## config.mk

```make
export PLATFORM = sky130hd
export DESIGN_NAME = sw_debounce_ctrl
export DESIGN_NICKNAME = d
export VERILOG_FILES = /design/src/rtl/sw_debounce_ctrl.sv
export SDC_FILE = /design/constraint.sdc
export NUM_CORES = 1
export LEC_CHECK = 0
export CAP_MARGIN = 20
export CORE_MARGIN = 8
export CORE_UTILIZATION = 45
export DETAILED_ROUTE_END_ITERATION = 10
export GPL_ROUTABILITY_DRIVEN = 0
export PLACE_DENSITY = 0.74
export SLEW_MARGIN = 20
export SYNTH_ARGS = -nofsm -noshare
export SYNTH_HDL_FRONTEND = slang
export SYNTH_SLANG_ARGS = --single-unit
```

## constraint.sdc

```tcl
create_clock -name clk_i -period 1.9 [get_ports clk_i]
set_input_delay 0.57 -clock clk_i [delete_from_list [all_inputs] [get_ports clk_i]]
set_output_delay 0.57 -clock clk_i [all_outputs]
set_load 0.02 [all_outputs]
```

## src/rtl/sw_debounce_ctrl.sv

```systemverilog
// Multi-channel switch debouncer with sticky per-channel change flags and a single
// level interrupt request that software acknowledges with a one-cycle done pulse.
module sw_debounce_ctrl #(
  parameter int N_SW      = 16,
  parameter int DB_CYCLES = 100000,
  parameter int EDGE_MODE = 0
) (
  input  logic        clk_i,
  input  logic        rst_i,
  input  logic [N_SW-1:0] in_i,
  output logic [31:0] out_o,
  output logic [31:0] chg_o,
  output logic [31:0] int_req_o,
  input  logic [31:0] int_fin_i,
  output logic        error_o
);

  localparam int CW = $clog2(DB_CYCLES + 1);
  localparam logic [CW-1:0] CNT_LAST = CW'(DB_CYCLES - 1);

  logic [N_SW-1:0] sync1_q, sync2_q;
  logic [N_SW-1:0] st_q, st_d;
  logic [N_SW-1:0] ev_q, ev_d;
  logic [N_SW-1:0] chg_q, chg_d;
  logic [CW-1:0]   cnt_q [N_SW];
  logic [CW-1:0]   cnt_d [N_SW];
  logic            req_q, req_d;
  logic            err_q, err_d;
  logic            fin;
  logic            ev_any;
  logic            unused_fin;

  assign fin        = int_fin_i[0];
  assign unused_fin = ^int_fin_i[31:1];
  assign ev_any     = |ev_q;

  // A pending change is dropped the moment the synced level returns to st.
  always_comb begin
    st_d = st_q;
    ev_d = '0;
    for (int i = 0; i < N_SW; i++) begin
      cnt_d[i] = '0;
      if (sync2_q[i] != st_q[i]) begin
        if (cnt_q[i] == CNT_LAST) begin
          st_d[i] = sync2_q[i];
          case (EDGE_MODE)
            1:       ev_d[i] = sync2_q[i];
            2:       ev_d[i] = ~sync2_q[i];
            default: ev_d[i] = 1'b1;
          endcase
        end else begin
          cnt_d[i] = cnt_q[i] + 1'b1;
        end
      end
    end
  end

  // Handshake: int_req_o[0] is a level held until a cycle with int_fin_i[0]=1;
  // an acknowledge that meets a new event reloads chg with only the new bits,
  // while an event arriving before the acknowledge marks an overrun.
  always_comb begin
    chg_d = chg_q | ev_q;
    req_d = req_q | ev_any;
    err_d = err_q | (req_q & ~fin & ev_any);
    if (req_q && fin) begin
      chg_d = ev_q;
      req_d = ev_any;
    end
  end

  always_ff @(posedge clk_i) begin
    if (rst_i) begin
      sync1_q <= '0;
      sync2_q <= '0;
      st_q    <= '0;
      ev_q    <= '0;
      chg_q   <= '0;
      req_q   <= 1'b0;
      err_q   <= 1'b0;
      for (int i = 0; i < N_SW; i++) cnt_q[i] <= '0;
    end else begin
      sync1_q <= in_i;
      sync2_q <= sync1_q;
      st_q    <= st_d;
      ev_q    <= ev_d;
      chg_q   <= chg_d;
      req_q   <= req_d;
      err_q   <= err_d;
      for (int i = 0; i < N_SW; i++) cnt_q[i] <= cnt_d[i];
    end
  end

  assign out_o     = 32'(st_q);
  assign chg_o     = 32'(chg_q);
  assign int_req_o = {31'b0, req_q};
  assign error_o   = err_q;

endmodule

```

==> flow_summary_export.csv, run 1 <==
group,metric,value,unit
sta,clock-skew-final,0.01168,ns
sta,rsz0062_at_grt,"no",
clocking,cts_buffers,38,
route,firstDrtPassIters,5,
job,max-cap-violations,0,
clocking,clock-sinks,354,
logic_synthesis,ys.flop_type,"dfxtp_1",
hold_path,hold_path_end,"sync1_q[0]",
sta,finalMaxSlewViolations,0,
logic_synthesis,synth_area_leaders,"dfxtp_1 46%, xnor2_1 8.1%, nor2_1 7.4%, xor2_1 5.5%, nand4_1 3.9%",
logic_synthesis,synth_cell_types,53,
logic_synthesis,syn_area,0.01551,sq mm
route,drc,0,
logic_synthesis,ys_warn_count,0,
logic_synthesis,synth_mux_area_frac,0.005810,
worst_setup_path,crit_required,1.33,ns
route,vias,11950,
route,viasPerCell,5.183,
logic_synthesis,synth_seq_area_share,0.4570,
worst_setup_path,r2r-end,"cnt_q[1][5]",
grt,overflow,0,
outcome,status,"completed",
worst_setup_path,worstPathCellList,"dlygate4sd2_1",
final_layout,layout.nets,1890,
placement,hpwl,21060,microns
route,drt-total-wl,30450,microns
sta,setup_viol,0,
clocking,postCtsHoldBufs,0,
logic_synthesis,synthSimpleGateAreaFrac,0.2991,
grt,grt_pass1_wl,52360,microns
logic_synthesis,yosysMostFrequentCell,"dfxtp_1",
sta,period_needed,1.858,ns
worst_setup_path,arrival,1.29,ns
worst_setup_path,reg2reg_slack,0.15,ns
grt,antenna_found_initial,0,
floorplan,io_pins,147,
worst_setup_path,cp_slowest_cell,"dlygate4sd2_1",
pwr,ir_drop,0.5542,mV
route,wire_per_inst,13.20,microns
hold_path,min_path_cells,2,
clocking,h-tree-depth,2,
route,drtIter0Drc,556,
floorplan,die_width,201.6,microns
logic_synthesis,avgSynthCellArea,8.830,sq um
floorplan,start_util,0.4534,
logic_synthesis,synthTopCellsByCount,"354 x dfxtp_1, 304 x nor2_1, 143 x xnor2_1, 115 x nand3_1",
clocking,clk_latency,0.52,ns
sta,fmax,0.5383,GHz
sta,final.period_utilization,0.9777,
logic_synthesis,synth_xor_area_frac,0.1356,
grt,grt_max_degree,37,
logic_synthesis,synth_top_family_by_area,"simple AND/OR/NAND/NOR gates",
logic_synthesis,synth-seq-cells,354,
logic_synthesis,synth_fa_ha_area_frac,0.01291,
final_layout,drive_gt1_frac,0.06051,
floorplan,die-area,0.04065,sq mm
floorplan,coreArea,0.03420,sq mm
clocking,cts_setup_buffers,0,
worst_setup_path,path_buf_inv,1,
hold_path,hp-class,"primary input to flop",
logic_synthesis,synth_largest_area_cell,"dfxtp_1",
hold_path,hold_start,"rst_i",
worst_setup_path,start_kind,"flop",
worst_setup_path,r2r_start,"cnt_q[1][0]",
grt,grt_pass1_vias,11580,
worst_setup_path,cp_top_family,"buffers and inverters",
pwr,powerDensity,858.4,mW/mm^2
logic_synthesis,synth_top_cell_area_share,0.4570,
floorplan,fp.dieH,201.6,microns
floorplan,rows,68,
final_layout,diodes,0,
final_layout,area_growth,13.44,%
logic_synthesis,async_flop_share,0,
sta,fin_tns_setup,0,ns
route,postRouteAntennaNets,0,
clocking,cts_tree,"built",
clocking,path_clk_slew,0.06,ns
worst_setup_path,reg2regPathDepth,6,
placement,port_buffers,52,
worst_setup_path,critPathMaxStageDelay,0.40,ns
worst_setup_path,end_kind,"output pin",
clocking,root_buffer,"clkbuf_16",
pwr,total_leakage_power,0.005745,uW
logic_synthesis,synth_edf_count,0,
logic_synthesis,synth_cells,1756,
logic_synthesis,synth_compound_area_frac,0.02743,
grt,grt_usage,0.1455,
worst_setup_path,worst-path-max-fanout,3,
sta,holdWs,0.2814,ns
clocking,clock_path_buffers,3,
final_layout,fin_util,0.5143,
worst_setup_path,critical_path_class,"flop to output pin",
sta,hold_viol_final,0,
==> cells by family (layout without fill, tap and decap cells) <==
kind of cell / Yosys count / after routing
AND/OR/NAND/NOR: 887 / 887
flip-flops: 354 / 354
XOR/XNOR: 240 / 240
buffers and inverters: 178 / 211
AO/OA/AOI/OAI: 71 / 71
adder cells (fa/ha/maj): 16 / 16
multiplexers: 9 / 9
other: 1 / 63
==> routing by layer <==
metal,global-route usage,share of wire
met5,0,0
met2,0.2516,0.47
met4,0.05583,0.027
met1,0.1785,0.46
met3,0.02461,0.040
==> how the worst max path moves through the flow <==
stage / slack (ns) / endpoint / from / cells past startpoint
final: 0.04 / out_o[0] / st_q[0] / 1
after global routing: 0.004 / out_o[0] / st_q[0] / 1
after CTS: 0.004 / chg_o[14] / chg_q[14] / 1
after detailed placement: 0.06 / cnt_q[0][13] / rst_i / 5
after global placement: 0.1 / cnt_q[0][12] / rst_i / 5
after floorplan: 0.12 / cnt_q[1][80] / cnt_q[1][68] / 7
==> state kept, by name, summed over array words and instances (netlist names) <==
register and count:
sync2_q 16, ev_q 16, req_q 1, sync1_q 16, error_o 1, st_q 16, cnt_q 272, chg_q 16
==> through the flow <==
step | setup slack, ns | total power, uW | instances | cell area, sq um
floorplan | 0.1179 | 7973 | 1818 | 15740
global placement | 0.09935 | 7961 | 2239 | 16390
detailed placement | 0.06105 | 7967 | 2239 | 16390
CTS | 0.003657 | 15310 | 2306 | 17590
global route | 0.003609 | 15670 | 2306 | 17590
finish | 0.04238 | 15100 | 2306 | 17590
==> cell type report <==
| type | count | area, sq um |
|---|---|---|
| fill | 3143 | 16610 |
| multi-input combinational | 1286 | 7695 |
| sequential | 354 | 7087 |
| clock buffer | 59 | 1124 |
| timing repair buffer | 89 | 790.8 |
| tap | 455 | 569.3 |
| inverter | 55 | 206.4 |
| clock inverter | 8 | 117.6 |
==> timing repair <==
action,4_1_cts,5_1_grt
resized for setup,34,7
pin swaps,0,0
setup endpoints to repair,34,15
==> cells in the final DEF (no fill, tap or decap), types with 17 or more instances in the layout <==
master and instances:
nand4_1 97, conb_1 63, nand2_1 57, and4_1 17
nor4_1 77, xor2_1 97, nor2_1 304, nand2b_1 22
dlygate4sd2_1 30, clkbuf_16 41, xnor2_1 143, dfxtp_1 354
a21oi_1 38, nor3_1 56, o21ai_0 17, nor2b_1 34
or3_1 24, clkdlybuf4s50_1 17, inv_1 55, nand3_1 115
buf_4 35, and3_1 22
==> power by group <==
group	leakage [uW]	internal, uW	switching [uW]
Clock	0.000603	4470	2820
Sequential	0.00286	7470	25.9
Combinational	0.00228	97.8	218
Note: power is estimated with default switching activity, not from simulation.
==> inputs of run 2 (changes only) <==
--- a/config.mk
+++ b/config.mk
@@ -5,12 +5,13 @@
 export SDC_FILE = /design/constraint.sdc
 export NUM_CORES = 1
 export LEC_CHECK = 0
+export ABC_AREA = 1
 export CAP_MARGIN = 20
 export CORE_MARGIN = 8
 export CORE_UTILIZATION = 45
 export DETAILED_ROUTE_END_ITERATION = 10
 export GPL_ROUTABILITY_DRIVEN = 0
-export PLACE_DENSITY = 0.74
+export PLACE_DENSITY_LB_ADDON = 0.05
 export SLEW_MARGIN = 20
 export SYNTH_ARGS = -nofsm -noshare
 export SYNTH_HDL_FRONTEND = slang
==> flow_summary_export.csv, run 2 <==
group,metric,value,unit
grt,antenna_found_initial,0,
clocking,cts_tree,"built",
floorplan,die_width,213.1,microns
sta,worst_pin_slew,0.6810,ns
final_layout,largest_reg_flops,272,
grt,grt_max_degree,50,
worst_setup_path,cp_top_family,"flip-flops",
placement,port_buffers,52,
worst_setup_path,worst-path-max-fanout,2,
logic_synthesis,synth_cell_types,35,
route,vias,14400,
pwr,seq_power_share,0.462,
logic_synthesis,ys_warn_count,0,
grt,grt_pass1_wl,60620,microns
pwr,powerDensity,824.0,mW/mm^2
final_layout,seq_area,0.007087,sq mm
route,drt-total-wl,35540,microns
grt,grt_pass1_vias,13370,
final_layout,mostFrequentLayoutCells,"623 x nor2_1, 584 x nand2_1, 354 x dfxtp_1, 321 x inv_1, 140 x nand3_1",
sta,clock-skew-final,0.01206,ns
sta,finalMaxSlewViolations,0,
hold_path,hp-class,"flop to flop",
sta,setup_viol,0,
sta,fmax,0.5449,GHz
pwr,clkPwrFrac,0.517,
final_layout,fill_cells,3930,
logic_synthesis,synth_seq_area_share,0.4052,
sta,slew_headroom,0.5460,
grt,top_usage_layer,"met2",
worst_setup_path,critical_path_class,"flop to output pin",
clocking,clock-sinks,354,
grt,grt_usage,0.1567,
worst_setup_path,path_buf_inv,1,
placement,dp_cells,3104,
final_layout,fin_cells,3178,
floorplan,rows,72,
grt,met1_usage,0.1997,
route,postRouteAntennaNets,0,
grt,met2_usage,0.2606,
route,firstDrtPassIters,5,
floorplan,io_pins,147,
placement,hpwl,25700,microns
sta,setup_ws,0.06481,ns
pwr,ir_drop,0.6845,mV
final_layout,multiInputGateArea,0.008668,sq mm
logic_synthesis,avgSynthCellArea,6.839,sq um
logic_synthesis,synthTopCellsByCount,"623 x nor2_1, 584 x nand2_1, 354 x dfxtp_1, 321 x inv_1, 140 x nand3_1",
clocking,h-tree-depth,2,
route,wire_per_inst,11.18,microns
sta,hold_viol_final,0,
final_layout,area_growth,12.43,%
worst_setup_path,end_kind,"output pin",
route,drtIter0Drc,586,
sta,rsz0062_at_grt,"no",
worst_setup_path,arrival,1.27,ns
logic_synthesis,ys.flop_type,"dfxtp_1",
outcome,status,"completed",
logic_synthesis,synth_area_leaders,"dfxtp_1 41%, nor2_1 13%, nand2_1 13%, inv_1 6.9%, xor2_1 4.7%",
placement,post-place-ws,0.1332,ns
route,drc,0,
grt,overflow,0,
final_layout,layout.nets,2696,
grt,grtUsageMet3,0.03170,
worst_setup_path,cp_slowest_cell,"dfxtp_1",
sta,period_needed,1.835,ns
pwr,power.switching,3322,uW
logic_synthesis,syn_area,0.01749,sq mm
final_layout,final_common_cell,"nor2_1",
pwr,sw_frac_of_total,0.2050,
floorplan,coreArea,0.03847,sq mm
logic_synthesis,yosysMostFrequentCell,"nor2_1",
final_layout,drive_gt1_frac,0.06805,
worst_setup_path,start_kind,"flop",
floorplan,die-area,0.04543,sq mm
job,max-cap-violations,0,
logic_synthesis,async_flop_share,0,
worst_setup_path,worstPathCellList,"clkdlybuf4s15_1",
floorplan,start_util,0.4546,
clocking,cts_buffers,42,
clocking,clock_path_buffers,3,
logic_synthesis,synth_top_cell_area_share,0.4052,
final_layout,top_register,"cnt_q",
sta,fin_tns_setup,0,ns
pwr,p_int,12880,uW
final_layout,diodes,0,
clocking,clk_latency,0.55,ns
clocking,cts_setup_buffers,0,
sta,final.period_utilization,0.9659,
route,viasPerCell,4.531,
worst_setup_path,crit_required,1.33,ns
floorplan,fp.dieH,213.1,microns
pwr,combPwrFrac,0.020,
logic_synthesis,synth_largest_area_cell,"dfxtp_1",
clocking,postCtsHoldBufs,0,
worst_setup_path,critPathMaxStageDelay,0.37,ns
clocking,root_buffer,"clkbuf_16",
logic_synthesis,synth_cells,2557,
pwr,total_leakage_power,0.006947,uW
logic_synthesis,synth_edf_count,0,
logic_synthesis,synth-seq-cells,354,
clocking,path_clk_slew,0.05,ns
==> run 2: changes by cell type after synthesis, moves of 25 or more <==
cell and delta:
inv_1 +266, nor3_1 -38, xnor2_1 -102, nand3_1 +25
nand4_1 -46, nor2_1 +319, clkbuf_1 -29, nor2b_1 -34
nor4_1 -77, nand2_1 +527, nor2_2 +40
==> run 2: worst paths after layout <==
path	slack (ns)	endpoint	depth (start not counted)	start
worst max register to register	0.30	cnt_q[0][44]	8	cnt_q[0][34]
worst min-delay path	0.40	sync2_q[7]	2	sync1_q[7]
worst max-delay path	0.06	chg_o[7]	1	chg_q[7]
worst min register to register	0.40	sync2_q[7]	2	sync1_q[7]
==> run 2: timing repair <==
item / CTS / global route
gates resized for setup: 58 / 6
endpoints found under the setup margin: 34 / 6
hold endpoints to repair: 0 / 0
==> run 2: tightest hold or removal path: cells and delay by family (launching register included) <==
family | cells | cell delay (ns)
buf+inv | 1 | 0.04
simple gates | 1 | 0.03
flops | 1 | 0.29
==> run 2: cell type report <==
| class | instances | share of cell area |
|---|---|---|
| clock buffers | 66 | 0.06586 |
| flip-flops and latches | 354 | 0.3604 |
| repair buffers | 57 | 0.02883 |
| multi-input cells | 1848 | 0.4409 |
| clock inverters | 8 | 0.008591 |
| inverters | 327 | 0.06249 |
| well taps | 518 | 0.03296 |
==> run 2: through the flow <==
step	util	hold slack, ns	area [sq um]	power [uW]
after floorplan	-	0.3883	17720	8011
after global placement	0.4734	0.3894	18210	7977
after detailed placement	0.4734	0.3946	18210	7981
after CTS	0.5111	0.4021	19660	16550
after global routing	0.5112	0.4101	19660	16860
final	0.5112	0.4020	19660	16200
==> run 2: cells by family (layout without fill, tap and decap cells) <==
family	after synthesis	count (layout)	share of synthesized area
adders and majority gates	16	16	0.01145
DFF	354	354	0.4052
and+or+nand+nor	1531	1531	0.3718
other	1	63	0.0002144
AOI/OAI and AO/OA	103	103	0.03134
xor gates and xnor gates	135	135	0.06761
buffers and inverters	417	458	0.1124
==> run 2: power groups by stage <==
stage               combinational [uW]  sequential, uW  clock (uW)
floorplan                          365            7650           0
global placement                   327            7650           0
detailed placement                 329            7650           0
CTS                                330            7490        8730
global route                       370            7490        9000
finish                             330            7490        8380
==> run 2: layer usage <==
metal	share of wire	up-vias
met2	0.45	166
met3	0.046	55
li1	-	7840
met4	0.023	0
met5	0	-
met1	0.48	6339
==> inputs of run 3 (changes only) <==
--- a/config.mk
+++ b/config.mk
@@ -7,7 +7,7 @@
 export LEC_CHECK = 0
 export ABC_AREA = 1
 export CAP_MARGIN = 20
-export CORE_MARGIN = 8
+export CORE_MARGIN = 2
 export CORE_UTILIZATION = 45
 export DETAILED_ROUTE_END_ITERATION = 10
 export GPL_ROUTABILITY_DRIVEN = 0
==> flow_summary_export.csv, run 3 (synthesis gave the netlist of run 2 again) <==
group,metric,value,unit
outcome,status,"completed",
clocking,cts_setup_buffers,0,
worst_setup_path,path_buf_inv,1,
pwr,sw_frac_of_total,0.2079,
pwr,ir_drop,0.6163,mV
sta,slew_headroom,0.5861,
final_layout,multiInputGateArea,0.008668,sq mm
clocking,clock-sinks,354,
floorplan,start_util,0.4546,
route,routed-wl-met3,1394,microns
route,firstDrtPassIters,5,
final_layout,largest_reg_flops,272,
route,wire_per_inst,10.90,microns
worst_setup_path,cp_top_family,"flip-flops",
worst_setup_path,critPathMaxStageDelay,0.38,ns
pwr,clkPwrFrac,0.520,
grt,grt_usage,0.1736,
route,drc,0,
final_layout,final_common_cell,"nor2_1",
sta,final.period_utilization,0.9674,
sta,finalMaxSlewViolations,0,
worst_setup_path,cp_slowest_cell,"dfxtp_1",
sta,rsz0062_at_grt,"no",
floorplan,rows,72,
final_layout,drive_gt1_frac,0.06992,
floorplan,io_pins,147,
route,viasPerCell,4.567,
sta,setup_viol,0,
clocking,clk_latency,0.55,ns
route,wl_met2,15840,microns
final_layout,fin_cells,3178,
final_layout,layout.nets,2695,
worst_setup_path,crit_required,1.33,ns
grt,overflow,0,
clocking,root_buffer,"clkbuf_16",
sta,period_needed,1.838,ns
sta,fin_tns_setup,0,ns
floorplan,fp.dieH,201.1,microns
grt,antenna_found_initial,0,
sta,hold_viol_final,0,
placement,hpwl,24880,microns
job,max-cap-violations,0,
sta,clock-skew-final,0.01576,ns
clocking,cts_tree,"built",
worst_setup_path,start_kind,"flop",
worst_setup_path,worst-path-max-fanout,4,
grt,grt_pass1_wl,60070,microns
route,top_layer_used,"met4",
pwr,seq_power_share,0.459,
placement,dpl_cell_area,0.01822,sq mm
worst_setup_path,arrival,1.27,ns
route,postRouteAntennaNets,0,
pwr,powerDensity,829.6,mW/mm^2
final_layout,area_growth,12.33,%
worst_setup_path,worstPathCellList,"dlygate4sd2_1",
floorplan,die_width,201.1,microns
final_layout,fill_cells,3914,
clocking,h-tree-depth,2,
final_layout,top_register,"cnt_q",
sta,worst_pin_slew,0.6209,ns
grt,grt_max_degree,50,
worst_setup_path,critical_path_class,"flop to output pin",
final_layout,mostFrequentLayoutCells,"623 x nor2_1, 584 x nand2_1, 354 x dfxtp_1, 321 x inv_1, 140 x nand3_1",
pwr,total_leakage_power,0.006968,uW
placement,dp_cells,3104,
hold_path,hp-class,"flop to flop",
worst_setup_path,end_kind,"output pin",
route,drtIter0Drc,474,
final_layout,diodes,0,
clocking,path_clk_slew,0.06,ns
floorplan,coreArea,0.03847,sq mm
placement,port_buffers,52,
grt,grt_pass1_vias,13450,
pwr,p_int,12910,uW
route,wl_met1,16670,microns
clocking,cts_buffers,41,
route,vias,14520,
clocking,clock_path_buffers,3,
pwr,power.switching,3388,uW
final_layout,fin_area,0.01965,sq mm
sta,fmax,0.5440,GHz
route,drt-total-wl,34640,microns
placement,post-place-ws,0.1956,ns
sta,setup_ws,0.06190,ns
final_layout,seq_area,0.007087,sq mm
pwr,combPwrFrac,0.020,
floorplan,die-area,0.04046,sq mm
[run 3: cell count changes in the layout (fill, tap and decap cells not counted), moves of 2 or more]
cell | previous run | this run
clkbuf_16 | 45 | 43
dlygate4sd2_1 | 14 | 17
clkinv_2 | 3 | 6
bufinv_16 | 5 | 7
clkbuf_1 | 12 | 9
clkbuf_8 | 9 | 7
clkdlybuf4s15_1 | 10 | 5
clkdlybuf4s15_2 | 9 | 6
clkbuf_2 | 1 | 6
[run 3: worst min-delay path, stage by stage (launching register included)]
cell     delay, ns
dfxtp_1       0.29
inv_1         0.04
nor2_1        0.03
[run 3: worst paths after layout]
| path | from | to | slack [ns] | cells after the start |
|---|---|---|---|---|
| setup / recovery | st_q[13] | out_o[13] | 0.06 | 1 |
| hold / removal | sync1_q[6] | sync2_q[6] | 0.40 | 2 |
| setup reg to reg | cnt_q[0][51] | cnt_q[0][65] | 0.32 | 6 |
| hold reg to reg | sync1_q[6] | sync2_q[6] | 0.40 | 2 |
[run 3: area by class of cell]
| class | instances | area share |
|---|---|---|
| Clock buffer | 59 | 0.06140 |
| Clock inverter | 15 | 0.01325 |
| Inverter | 327 | 0.06254 |
| Multi-Input combinational cell | 1848 | 0.4412 |
| Sequential cell | 354 | 0.3607 |
| Tap cell | 518 | 0.03299 |
| Timing Repair Buffer | 57 | 0.02783 |
[run 3: repair_timing]
| item | CTS | global route |
|---|---|---|
| resized for setup | 53 | 10 |
| hold buffers | 0 | 0 |
| pin swaps | 0 | 0 |
| hold endpoints to repair | 0 | 0 |
| setup endpoints to repair | 34 | 9 |
[run 3: routing by layer]
layer / vias to the layer above / global-route usage
met5: - / 0
met1: 6422 / 0.2208
met4: 0 / 0.05847
met2: 201 / 0.2978
li1: 7849 / -
met3: 43 / 0.02996
[run 3: stage by stage]
step	util	total power (uW)	hold slack, ns
6_report	0.5107	16300	0.4016
5_1_grt	0.5107	16910	0.4102
4_1_cts	0.5114	16610	0.4031
3_5_place_dp	0.4737	7983	0.3947
3_3_place_gp	0.4737	7979	0.3892
2_1_floorplan	-	8011	0.3883
[run 3: power by group through the flow]
stage	sequential [uW]	clock [uW]	combinational (uW)
2_1_floorplan	7650	0	365
5_1_grt	7490	9060	368
6_report	7490	8480	329
3_5_place_dp	7650	0	332
3_3_place_gp	7650	0	330
4_1_cts	7490	8790	334
